--- src/rtl/music_sequencer_if.sv ---
`default_nettype none
// ============================================================================
//  Module   : music_sequencer_if
//  Purpose  : Bundles the auto-play sequencer's control inputs, its ROM fetch
//             bus and its tone / status outputs.
//  Ports    : song_sel, enable, pause, loop  - playback control
//             rom_addr / rom_data            - synchronous song ROM bus
//             auto_tone, note_index, playing, song_finished - player outputs
//  Modports : slave  - the sequencer
//             master - the surrounding system (controls + ROM)
//  Revision : 1.0 - initial release
// ============================================================================
interface music_sequencer_if #(
    parameter int TONE_W = 16,
    parameter int DUR_W  = 3,
    parameter int SEL_W  = 3,
    parameter int SONGS  = 4,
    parameter int NOTES  = 64
) ();
    localparam int c_addr_w = $clog2(SONGS) + $clog2(NOTES);
    localparam int c_ni_w   = $clog2(NOTES);

    logic [SEL_W-1:0]        song_sel;
    logic                    enable;
    logic                    pause;
    logic                    loop;
    logic [c_addr_w-1:0]     rom_addr;
    logic [DUR_W+TONE_W-1:0] rom_data;
    logic [TONE_W-1:0]       auto_tone;
    logic [c_ni_w-1:0]       note_index;
    logic                    playing;
    logic                    song_finished;

    modport slave (
        input  song_sel, enable, pause, loop, rom_data,
        output rom_addr, auto_tone, note_index, playing, song_finished
    );

    modport master (
        output song_sel, enable, pause, loop, rom_data,
        input  rom_addr, auto_tone, note_index, playing, song_finished
    );
endinterface
`default_nettype wire

--- src/rtl/music_sequencer.sv ---
`default_nettype none
// ============================================================================
//  Module   : music_sequencer
//  Purpose  : ROM-driven auto-play sequencer. Walks {duration, tone} words of
//             the selected song, plays each tone for its duration in beats
//             minus an articulation gap, and signals end of song.
//  Ports    : clk    - system clock
//             rst_n  - asynchronous active-low reset
//             bus    - music_sequencer_if.slave (controls, ROM bus, outputs)
//  Revision : 1.0 - initial release
// ============================================================================
module music_sequencer #(
    parameter int TONE_W     = 16,
    parameter int DUR_W      = 3,
    parameter int SONGS      = 4,
    parameter int NOTES      = 64,
    parameter int BEAT_TICKS = 3_000_000,
    parameter int GAP_TICKS  = 300_000,
    parameter int SEL_W      = 3
) (
    input  logic             clk,
    input  logic             rst_n,
    music_sequencer_if.slave bus
);
    localparam int c_si_w  = $clog2(SONGS);
    localparam int c_ni_w  = $clog2(NOTES);
    // Wide enough for the longest note: (2^DUR_W-1) beats.
    localparam int c_cnt_w = $clog2((2**DUR_W - 1) * BEAT_TICKS + 1);

    localparam logic [c_cnt_w-1:0] c_beat = c_cnt_w'(BEAT_TICKS);
    localparam logic [c_cnt_w-1:0] c_gap  = c_cnt_w'(GAP_TICKS);
    localparam logic [c_ni_w-1:0]  c_last = c_ni_w'(NOTES - 1);

    typedef enum logic [2:0] {
        S_IDLE  = 3'd0,
        S_FETCH = 3'd1,
        S_LATCH = 3'd2,
        S_PLAY  = 3'd3,
        S_GAP   = 3'd4,
        S_END   = 3'd5,
        S_DONE  = 3'd6
    } state_t;

    state_t              r_state;
    logic [SEL_W-1:0]    r_sel;
    logic [c_si_w-1:0]   r_song_idx;
    logic [c_ni_w-1:0]   r_note_idx;
    logic [TONE_W-1:0]   r_tone;
    logic [TONE_W-1:0]   r_auto_tone;
    logic [c_cnt_w-1:0]  r_cnt;
    logic                r_playing;
    logic                r_finished;

    logic [DUR_W-1:0]    w_rom_dur;
    logic [TONE_W-1:0]   w_rom_tone;
    logic [c_cnt_w-1:0]  w_load;
    logic [c_si_w-1:0]   w_sel_idx;
    logic                w_sel_valid;
    logic                w_abort;
    logic                w_note_done;

    assign w_rom_dur   = bus.rom_data[DUR_W+TONE_W-1 -: DUR_W];
    assign w_rom_tone  = bus.rom_data[TONE_W-1:0];
    assign w_load      = c_cnt_w'(w_rom_dur) * c_beat - c_cnt_w'(1);
    assign w_sel_idx   = c_si_w'(bus.song_sel - SEL_W'(1));
    assign w_sel_valid = (bus.song_sel != '0) && (32'(bus.song_sel) <= 32'(SONGS));

    // Losing enable or changing the selection kills any song in flight.
    assign w_abort = (r_state != S_IDLE) && (r_state != S_DONE) &&
                     (!bus.enable || (bus.song_sel != r_sel));

    // End of the note's tick budget; without a gap PLAY finishes the note itself.
    assign w_note_done = (r_cnt == '0) &&
                         ((r_state == S_GAP) || ((GAP_TICKS == 0) && (r_state == S_PLAY)));

    always_ff @(posedge clk or negedge rst_n) begin
        if (!rst_n) begin
            r_state     <= S_IDLE;
            r_sel       <= '0;
            r_song_idx  <= '0;
            r_note_idx  <= '0;
            r_tone      <= '0;
            r_auto_tone <= '0;
            r_cnt       <= '0;
            r_playing   <= 1'b0;
            r_finished  <= 1'b0;
        end else begin
            // Silent and no pulse unless a branch below says otherwise.
            r_auto_tone <= '0;
            r_finished  <= 1'b0;
            if (w_abort) begin
                r_state    <= S_IDLE;
                r_note_idx <= '0;
                r_playing  <= 1'b0;
            end else begin
                case (r_state)
                    S_IDLE: begin
                        r_note_idx <= '0;
                        if (bus.enable && w_sel_valid) begin
                            r_sel      <= bus.song_sel;
                            r_song_idx <= w_sel_idx;
                            r_playing  <= 1'b1;
                            r_state    <= S_FETCH;
                        end
                    end
                    S_FETCH: begin
                        if (!bus.pause) begin
                            r_state <= S_LATCH;
                        end
                    end
                    S_LATCH: begin
                        if (!bus.pause) begin
                            if (w_rom_dur == '0) begin
                                r_state    <= S_END;
                                r_finished <= 1'b1;
                            end else begin
                                r_tone      <= w_rom_tone;
                                r_auto_tone <= w_rom_tone;
                                r_cnt       <= w_load;
                                r_state     <= S_PLAY;
                            end
                        end
                    end
                    S_PLAY, S_GAP: begin
                        if (!bus.pause) begin
                            if (w_note_done) begin
                                if (r_note_idx == c_last) begin
                                    r_state    <= S_END;
                                    r_finished <= 1'b1;
                                end else begin
                                    r_note_idx <= r_note_idx + 1'b1;
                                    r_state    <= S_FETCH;
                                end
                            end else begin
                                r_cnt <= r_cnt - 1'b1;
                                if (r_state == S_PLAY) begin
                                    if (r_cnt == c_gap) begin
                                        r_state <= S_GAP;
                                    end else begin
                                        r_auto_tone <= r_tone;
                                    end
                                end
                            end
                        end
                    end
                    S_END: begin
                        // Leaves regardless of pause so the pulse is one cycle wide.
                        if (bus.loop) begin
                            r_note_idx <= '0;
                            r_state    <= S_FETCH;
                        end else begin
                            r_playing <= 1'b0;
                            r_state   <= S_DONE;
                        end
                    end
                    S_DONE: begin
                        if (!bus.enable || (bus.song_sel != r_sel)) begin
                            r_note_idx <= '0;
                            r_state    <= S_IDLE;
                        end
                    end
                    default: r_state <= S_IDLE;
                endcase
            end
        end
    end

    assign bus.rom_addr      = {r_song_idx, r_note_idx};
    assign bus.auto_tone     = r_auto_tone;
    assign bus.note_index    = r_note_idx;
    assign bus.playing       = r_playing;
    assign bus.song_finished = r_finished;

endmodule
`default_nettype wire

--- src/flat_wrapper.sv ---
// flat-port wrapper written by rule: the top's interface ports become plain ports
module music_sequencer_flat 
#(
    parameter int TONE_W     = 16,
    parameter int DUR_W      = 3,
    parameter int SONGS      = 4,
    parameter int NOTES      = 64,
    parameter int BEAT_TICKS = 3_000_000,
    parameter int GAP_TICKS  = 300_000,
    parameter int SEL_W      = 3
)
  (clk, rst_n, bus_song_sel, bus_enable, bus_pause, bus_loop, bus_rom_data, bus_rom_addr, bus_auto_tone, bus_note_index, bus_playing, bus_song_finished);
  music_sequencer_if #(.TONE_W(TONE_W), .DUR_W(DUR_W), .SEL_W(SEL_W), .SONGS(SONGS), .NOTES(NOTES)) bus_i ();
  input  logic clk;
  input  logic rst_n;
  input wire logic [$bits(bus_i.song_sel)-1:0] bus_song_sel;
  input wire logic [$bits(bus_i.enable)-1:0] bus_enable;
  input wire logic [$bits(bus_i.pause)-1:0] bus_pause;
  input wire logic [$bits(bus_i.loop)-1:0] bus_loop;
  input wire logic [$bits(bus_i.rom_data)-1:0] bus_rom_data;
  output wire logic [$bits(bus_i.rom_addr)-1:0] bus_rom_addr;
  output wire logic [$bits(bus_i.auto_tone)-1:0] bus_auto_tone;
  output wire logic [$bits(bus_i.note_index)-1:0] bus_note_index;
  output wire logic [$bits(bus_i.playing)-1:0] bus_playing;
  output wire logic [$bits(bus_i.song_finished)-1:0] bus_song_finished;
  assign bus_i.song_sel = bus_song_sel;
  assign bus_i.enable = bus_enable;
  assign bus_i.pause = bus_pause;
  assign bus_i.loop = bus_loop;
  assign bus_i.rom_data = bus_rom_data;
  assign bus_rom_addr = bus_i.rom_addr;
  assign bus_auto_tone = bus_i.auto_tone;
  assign bus_note_index = bus_i.note_index;
  assign bus_playing = bus_i.playing;
  assign bus_song_finished = bus_i.song_finished;
  music_sequencer #(.TONE_W(TONE_W), .DUR_W(DUR_W), .SONGS(SONGS), .NOTES(NOTES), .BEAT_TICKS(BEAT_TICKS), .GAP_TICKS(GAP_TICKS), .SEL_W(SEL_W)) u_core (.clk(clk), .rst_n(rst_n), .bus(bus_i));
endmodule
--- config.mk ---
export PLATFORM = sky130hd
export DESIGN_NAME = music_sequencer_flat
export DESIGN_NICKNAME = d
export VERILOG_FILES = /design/src/rtl/music_sequencer_if.sv /design/src/rtl/music_sequencer.sv /design/src/flat_wrapper.sv
export SDC_FILE = /design/constraint.sdc
export NUM_CORES = 1
export LEC_CHECK = 0
export BUFFER_PORTS_ARGS = -buffer_cell sky130_fd_sc_hd__buf_2
export CAP_MARGIN = 10
export CORE_ASPECT_RATIO = 0.6
export CORE_MARGIN = 1.5
export CORE_UTILIZATION = 50
export CTS_BUF_LIST = sky130_fd_sc_hd__clkbuf_4 sky130_fd_sc_hd__clkbuf_8
export DETAILED_ROUTE_END_ITERATION = 10
export PLACE_DENSITY = 0.74
export SYNTH_ARGS = -nofsm -noshare
export SYNTH_HDL_FRONTEND = slang
export SYNTH_SLANG_ARGS = --single-unit
--- constraint.sdc ---
create_clock -name clk -period 3.4 [get_ports clk]
set_input_delay 0.17 -clock clk [delete_from_list [all_inputs] [get_ports clk]]
set_output_delay 0.17 -clock clk [all_outputs]
set_load 0.02 [all_outputs]
==> reports/results.ini, run 1 <==
[status]
status=complete, but fails checks
violations=hold timing

[floorplan]
initial_core_util_pct=52.0
core.rowCount=27
fp.dieW_um=130
die_y_um=79.2
core_um2=9290
fp.dieArea_um2=10300
ios=59

[critical_path]
crit_path_end_kind=flop
critPathMaxFanout=8
rr_worst_depth=7
critical_path.max_stage_delay_ns=0.45
regToRegStartpoint=u_core.r_cnt[15]
rr_endpoint=u_core.r_cnt[17]
crit_top_cell=or3_1
worstSetupPathType=in -> reg
path_cells=buf_2 > fa_1 > ha_1 > fa_1 > xor2_1 > or3_1 > or3_1 > or3_1 > o22a_1 > nor3_1 > nor3_1
rrSetupSlack_ns=0.39
arrival_ns=3.25
crit_required_ns=3.64
critPathTopFamily=simple AND/OR/NAND/NOR gates
cp-start-kind=input port
path_buf_inv=1
cpMaxStageDelayCell=fa_1

[routing]
vias=4543
routedWlPerCell_um=16.2
route.detailed.drc=0
drt_iter0_markers=540
vias_per_cell=5.93
firstDrtPassIters=5
final_antenna_net_count=0
drt_wl_total_um=12400

[yosys]
synth_area_um2=4830
syn_area_per_cell_um2=8.36
ys_seq_area_share_pct=37.8
synth_nets=627
synth-edff-count=0
ys_ff_latch=73
synth_cells=578
async_reset_ff_share_pct=100
ys.flop_type=dfrtp_1
ys_warn_count=0
ys_types=65

[grt]
grt_max_degree=47
grt_pass1_wl_um=21000
grt_pass1_vias=4310
overflow=0
antenna_found_initial=0
grt_use_total_pct=25.9

[clock_tree]
htreeDepth=3
clk_path_buf_depth=2
cts_tree=done
cts_resized=0
cts-root-buf=clkbuf_8
clk_latency_ns=0.36
clkTransAtPathRegs_ns=0.08
cts-buffers-inserted=9
cts_setup_buffers=0
clock_sinks=73
hold_buffers=0

[pwr]
ir_drop_mv=0.290
p_leak_nw=2.48
total_power_mw=3.05
power_density_nw_per_um2=553

[timing]
grt_setup_unrepaired=false
slew_violations=0
timing.hold.ws_ns=-0.0308
period_minus_slack_ns=3.01
hold_viol=44
fmax_mhz=332
setup_viol=0
fin_tns_setup_ns=0
tightest_slew_ns=0.996
clock_skew_ns=0.0102
fin_crit_sh_pct=88.6
max_slew_margin_pct=33.6

[place]
dp_hpwl_um=9420
gp_congestion=0.946
io_buffers=58
dpl_cell_area_um2=5280

[cells_and_area]
drive_gt1_share_pct=17.3
stdcell_area_um2=5520
nets=680
fillers=829
final_common_cell=nand2_1
diodes=0
layout_common_cells=nand2_1 (89), dfrtp_1 (73), buf_2 (58)
area_growth_syn_to_layout_pct=14.2

[flow_run]
maxCapViolCount=0

[worst_hold_path]
hp-class=in -> async

==> synthesized netlist by cell type, drive strengths merged (10+ instances only) <==
cell type  number  area [um2]
nand2          89         334
dfrtp          73        1830
nor2           57         216
a21oi          32         160
o21ai          32         160
clkbuf         31         116
nor3           25         125
a22oi          19         143
nand3          19        95.1
ha             17         213
inv            16        60.1
xor2           14         123
xnor2          12         105
nor4           10        62.6
==> stage by stage <==
step                      utilization, %  hold WS [ns]  setup slack (ns)  cells
after CTS                           59.4       0.00560             0.419    766
after floorplan                        -        -0.126             0.254    578
final                               59.4       -0.0308             0.387    766
after global routing                59.4        0.0256             0.167    766
after detailed placement            56.8         0.384            0.0453    750
after global placement              56.8         0.380             0.115    750
==> worst max path at each step <==
stage | start | to | slack (ns) | cells after the start
global placement | bus_rom_data[17] | u_core.r_cnt[24] | 0.11 | 11
floorplan | bus_rom_data[17] | u_core.r_cnt[21] | 0.25 | 15
global route | u_core.r_state[1] | u_core.r_cnt[24] | 0.17 | 6
detailed placement | bus_rom_data[17] | u_core.r_cnt[24] | 0.05 | 11
finish | bus_rom_data[17] | u_core.r_cnt[24] | 0.39 | 11
CTS | bus_rom_data[17] | u_core.r_cnt[24] | 0.42 | 11
==> report_power, final <==
group | internal (mW) | switching (mW)
registers | 1.06 | 0.195
clock network | 0.488 | 0.329
logic | 0.386 | 0.592
==> flip-flops by register name, indices dropped and copies added, names as in the netlist, 2 cells and up <==
register / cells
u_core.r_tone: 16
u_core.r_state: 3
u_core.bus.auto_tone: 16
u_core.r_sel: 3
u_core.r_song_idx: 2
u_core.r_cnt: 25
u_core.bus.note_index: 6
==> metal layers <==
| metal | wire [um] | part of all wire [%] | global-route usage (%) |
|---|---|---|---|
| met5 | 0 | 0 | 0 |
| met3 | 1120 | 9.0 | 6.87 |
| met1 | 5920 | 48 | 38.6 |
| met2 | 5280 | 42 | 36.6 |
| met4 | 123 | 0.99 | 7.33 |
==> cell families after synthesis <==
| family | Yosys count | synth area share [%] |
|---|---|---|
| AND/OR/NAND/NOR | 257 | 25.8 |
| adder cells (fa/ha/maj) | 22 | 6.47 |
| AO/OA/AOI/OAI | 138 | 18.7 |
| multiplexers | 5 | 1.11 |
| XOR/XNOR | 26 | 4.71 |
| flip-flops | 73 | 37.8 |
| buffers and inverters | 57 | 5.36 |
==> area by class of cell <==
class                      instances  area [um2]  share of cell area (%)
inverter                          17        63.8                    1.16
timing repair buffer              82         470                    8.53
clock inverter                     7         118                    2.13
multi-input combinational        448        2750                    49.9
clock buffer                       9         124                    2.24
sequential                        73        1830                    33.1
tap                              130         163                    2.95
Note: power is estimated with default switching activity, not from simulation.
==> run 2, diff against run 1 <==
--- a/config.mk
+++ b/config.mk
@@ -8,11 +8,11 @@
 export BUFFER_PORTS_ARGS = -buffer_cell sky130_fd_sc_hd__buf_2
 export CAP_MARGIN = 10
 export CORE_ASPECT_RATIO = 0.6
-export CORE_MARGIN = 1.5
 export CORE_UTILIZATION = 50
 export CTS_BUF_LIST = sky130_fd_sc_hd__clkbuf_4 sky130_fd_sc_hd__clkbuf_8
 export DETAILED_ROUTE_END_ITERATION = 10
 export PLACE_DENSITY = 0.74
+export RECOVER_POWER = 100
 export SYNTH_ARGS = -nofsm -noshare
 export SYNTH_HDL_FRONTEND = slang
 export SYNTH_SLANG_ARGS = --single-unit
==> run 2 against run 1 <==
The flow finishes with violations (capacitance limit, slew limit). Sequential power hardly changed. Global-route usage is 0.16 points higher. Setup slack worse by 0.14 ns. Non-clock buffer count stayed put. Count of clock-buffer cells in the layout is 1 higher. Final cell count is 0.26% lower. Final area is 2.5% lower. Critical endpoint is now u_core.r_cnt[13].
==> reports/results.ini, run 2 (synthesized netlist as in run 1, its figures left out) <==
[routing]
route.detailed.drc=0
vias_per_cell=5.97
final_antenna_net_count=0
vias=4558
firstDrtPassIters=7
drt_wl_total_um=12400
drt_iter0_markers=527
routedWlPerCell_um=16.2

[timing]
fmax_mhz=317
max_slew_margin_pct=-0.344
grt_setup_unrepaired=false
slew_violations=26
tightest_slew_ns=1.51
setup_ws_ns=0.247
period_minus_slack_ns=3.15
fin_crit_sh_pct=92.7
fin_tns_setup_ns=0
setup_viol=0
timing.hold.ws_ns=0.0339
clock_skew_ns=0.0103
hold_viol=0

[critical_path]
regToRegStartpoint=u_core.r_cnt[15]
crit_required_ns=3.59
critPathMaxFanout=12
cp-start-kind=flop
cpMaxStageDelayCell=or4_1
rr_endpoint=u_core.r_cnt[13]
rr_worst_depth=7
critical_path.max_stage_delay_ns=0.69
worstSetupPathType=reg -> reg
crit_path_end_kind=flop
arrival_ns=3.34
critPathTopFamily=simple AND/OR/NAND/NOR gates
rrSetupSlack_ns=0.25
path_buf_inv=0
path_cells=or4_1 > or4b_4 > or3_4 > nand2b_2 > nor2_1 > a22oi_1 > o21ai_0

[place]
pre_cts_slack_ns=0.141
gp_congestion=0.929
dpl_cell_area_um2=5270
io_buffers=58
placed_cells=749
dp_hpwl_um=9280

[pwr]
switching_share_pct=39.0
total_power_mw=2.78
p_clk_share_pct=20.5
power.net_switching_mw=1.09
ir_drop_mv=0.209
p_int_mw=1.70
seq_power_share_pct=45.3
power_density_nw_per_um2=517
p_leak_nw=2.27
combPwrFrac_pct=34.2

[clock_tree]
clkTransAtPathRegs_ns=0.07
cts-buffers-inserted=9
clock_sinks=73
htreeDepth=3
clk_path_buf_depth=2
clk_latency_ns=0.35
cts_tree=done
cts-root-buf=clkbuf_8

[grt]
grt_max_degree=27
grt_use_total_pct=26.1
grt_pass1_wl_um=20600
grt_pass1_vias=4161
antenna_found_initial=0
overflow=0

[floorplan]
initial_core_util_pct=52.0
die_y_um=78.2
fp.dieArea_um2=10100
core_um2=9290
ios=59
core.rowCount=27
fp.dieW_um=129

[cells_and_area]
drive_gt1_share_pct=10.9
nets=680
diodes=0
final_common_cell=nand2_1
fillers=867
top_register=u_core.r_cnt
area_growth_syn_to_layout_pct=11.3
stdcell_area_um2=5380
layoutNonFillerInstCount=764
layout_common_cells=nand2_1 (89), dfrtp_1 (73), nor2_1 (56)
final_util_pct=57.9
largest_reg_flops=25

[worst_hold_path]
hold_start=bus_rom_data[3]
hold_end=u_core.r_tone[3]
hp-class=in -> reg
hold_depth=3

[status]
violations=capacitance limit, slew limit
status=complete, but fails checks

[flow_run]
maxCapViolCount=1

[run 2: cell count changes in the layout (fill, tap and decap cells not counted), sizes merged]
cell and delta:
bufinv -3, dlygate4sd3 +1, clkinvlp +1, clkbuf +39, inv -1, buf -39
[run 2: power groups by stage]
stage	clock (mW)	sequential, mW	combinational (mW)
after floorplan	0	1.23	0.700
after global placement	0	1.25	0.925
after detailed placement	0	1.27	0.947
after CTS	0.580	1.25	0.953
after global routing	0.619	1.28	1.07
final	0.570	1.26	0.951
[run 2: what timing repair did]
action                     CTS  global route
hold buffers                 1             0
hold endpoints to repair    24             0
setup endpoints to repair    0             2
buffers inserted             0             0
resized for setup            0             1
[run 2: worst max path at each step]
stage | slack, ns | from | depth (start not counted) | to
after floorplan | 0.25 | bus_rom_data[17] | 15 | u_core.r_cnt[21]
after global placement | 0.18 | bus_rom_data[16] | 11 | u_core.r_cnt[24]
after detailed placement | 0.14 | bus_rom_data[16] | 11 | u_core.r_cnt[24]
after CTS | 0.29 | u_core.r_state[2] | 6 | u_core.r_cnt[24]
after global routing | 0.12 | bus_rom_data[16] | 12 | u_core.r_cnt[24]
final | 0.25 | u_core.r_cnt[15] | 7 | u_core.r_cnt[13]
[run 2: layout make-up]
type / count / area (um2) / area share, %
clock buffers: 10 / 131 / 2.44
clock inverters: 4 / 22.5 / 0.419
multi-input cells: 448 / 2750 / 51.2
repair buffers: 82 / 417 / 7.75
well taps: 130 / 163 / 3.02
flip-flops and latches: 73 / 1830 / 34.0
inverters: 17 / 63.8 / 1.19
[run 2: metal layers]
layer  routed length, um  part of all wire, %  up-vias  global-route usage [%]
li1                    -                    -     2170                       -
met1                6050                   49     2140                    40.9
met2                5020                   41      226                    34.9
met3                1160                  9.4       22                    6.48
met4                 151                  1.2        0                    6.71
met5                   0                    0        -                       0
[run 2: tightest hold or removal path: cells and delay by family]
family        cells  cell delay [ns]
simple gates      2             0.09
buf+inv           1             0.09
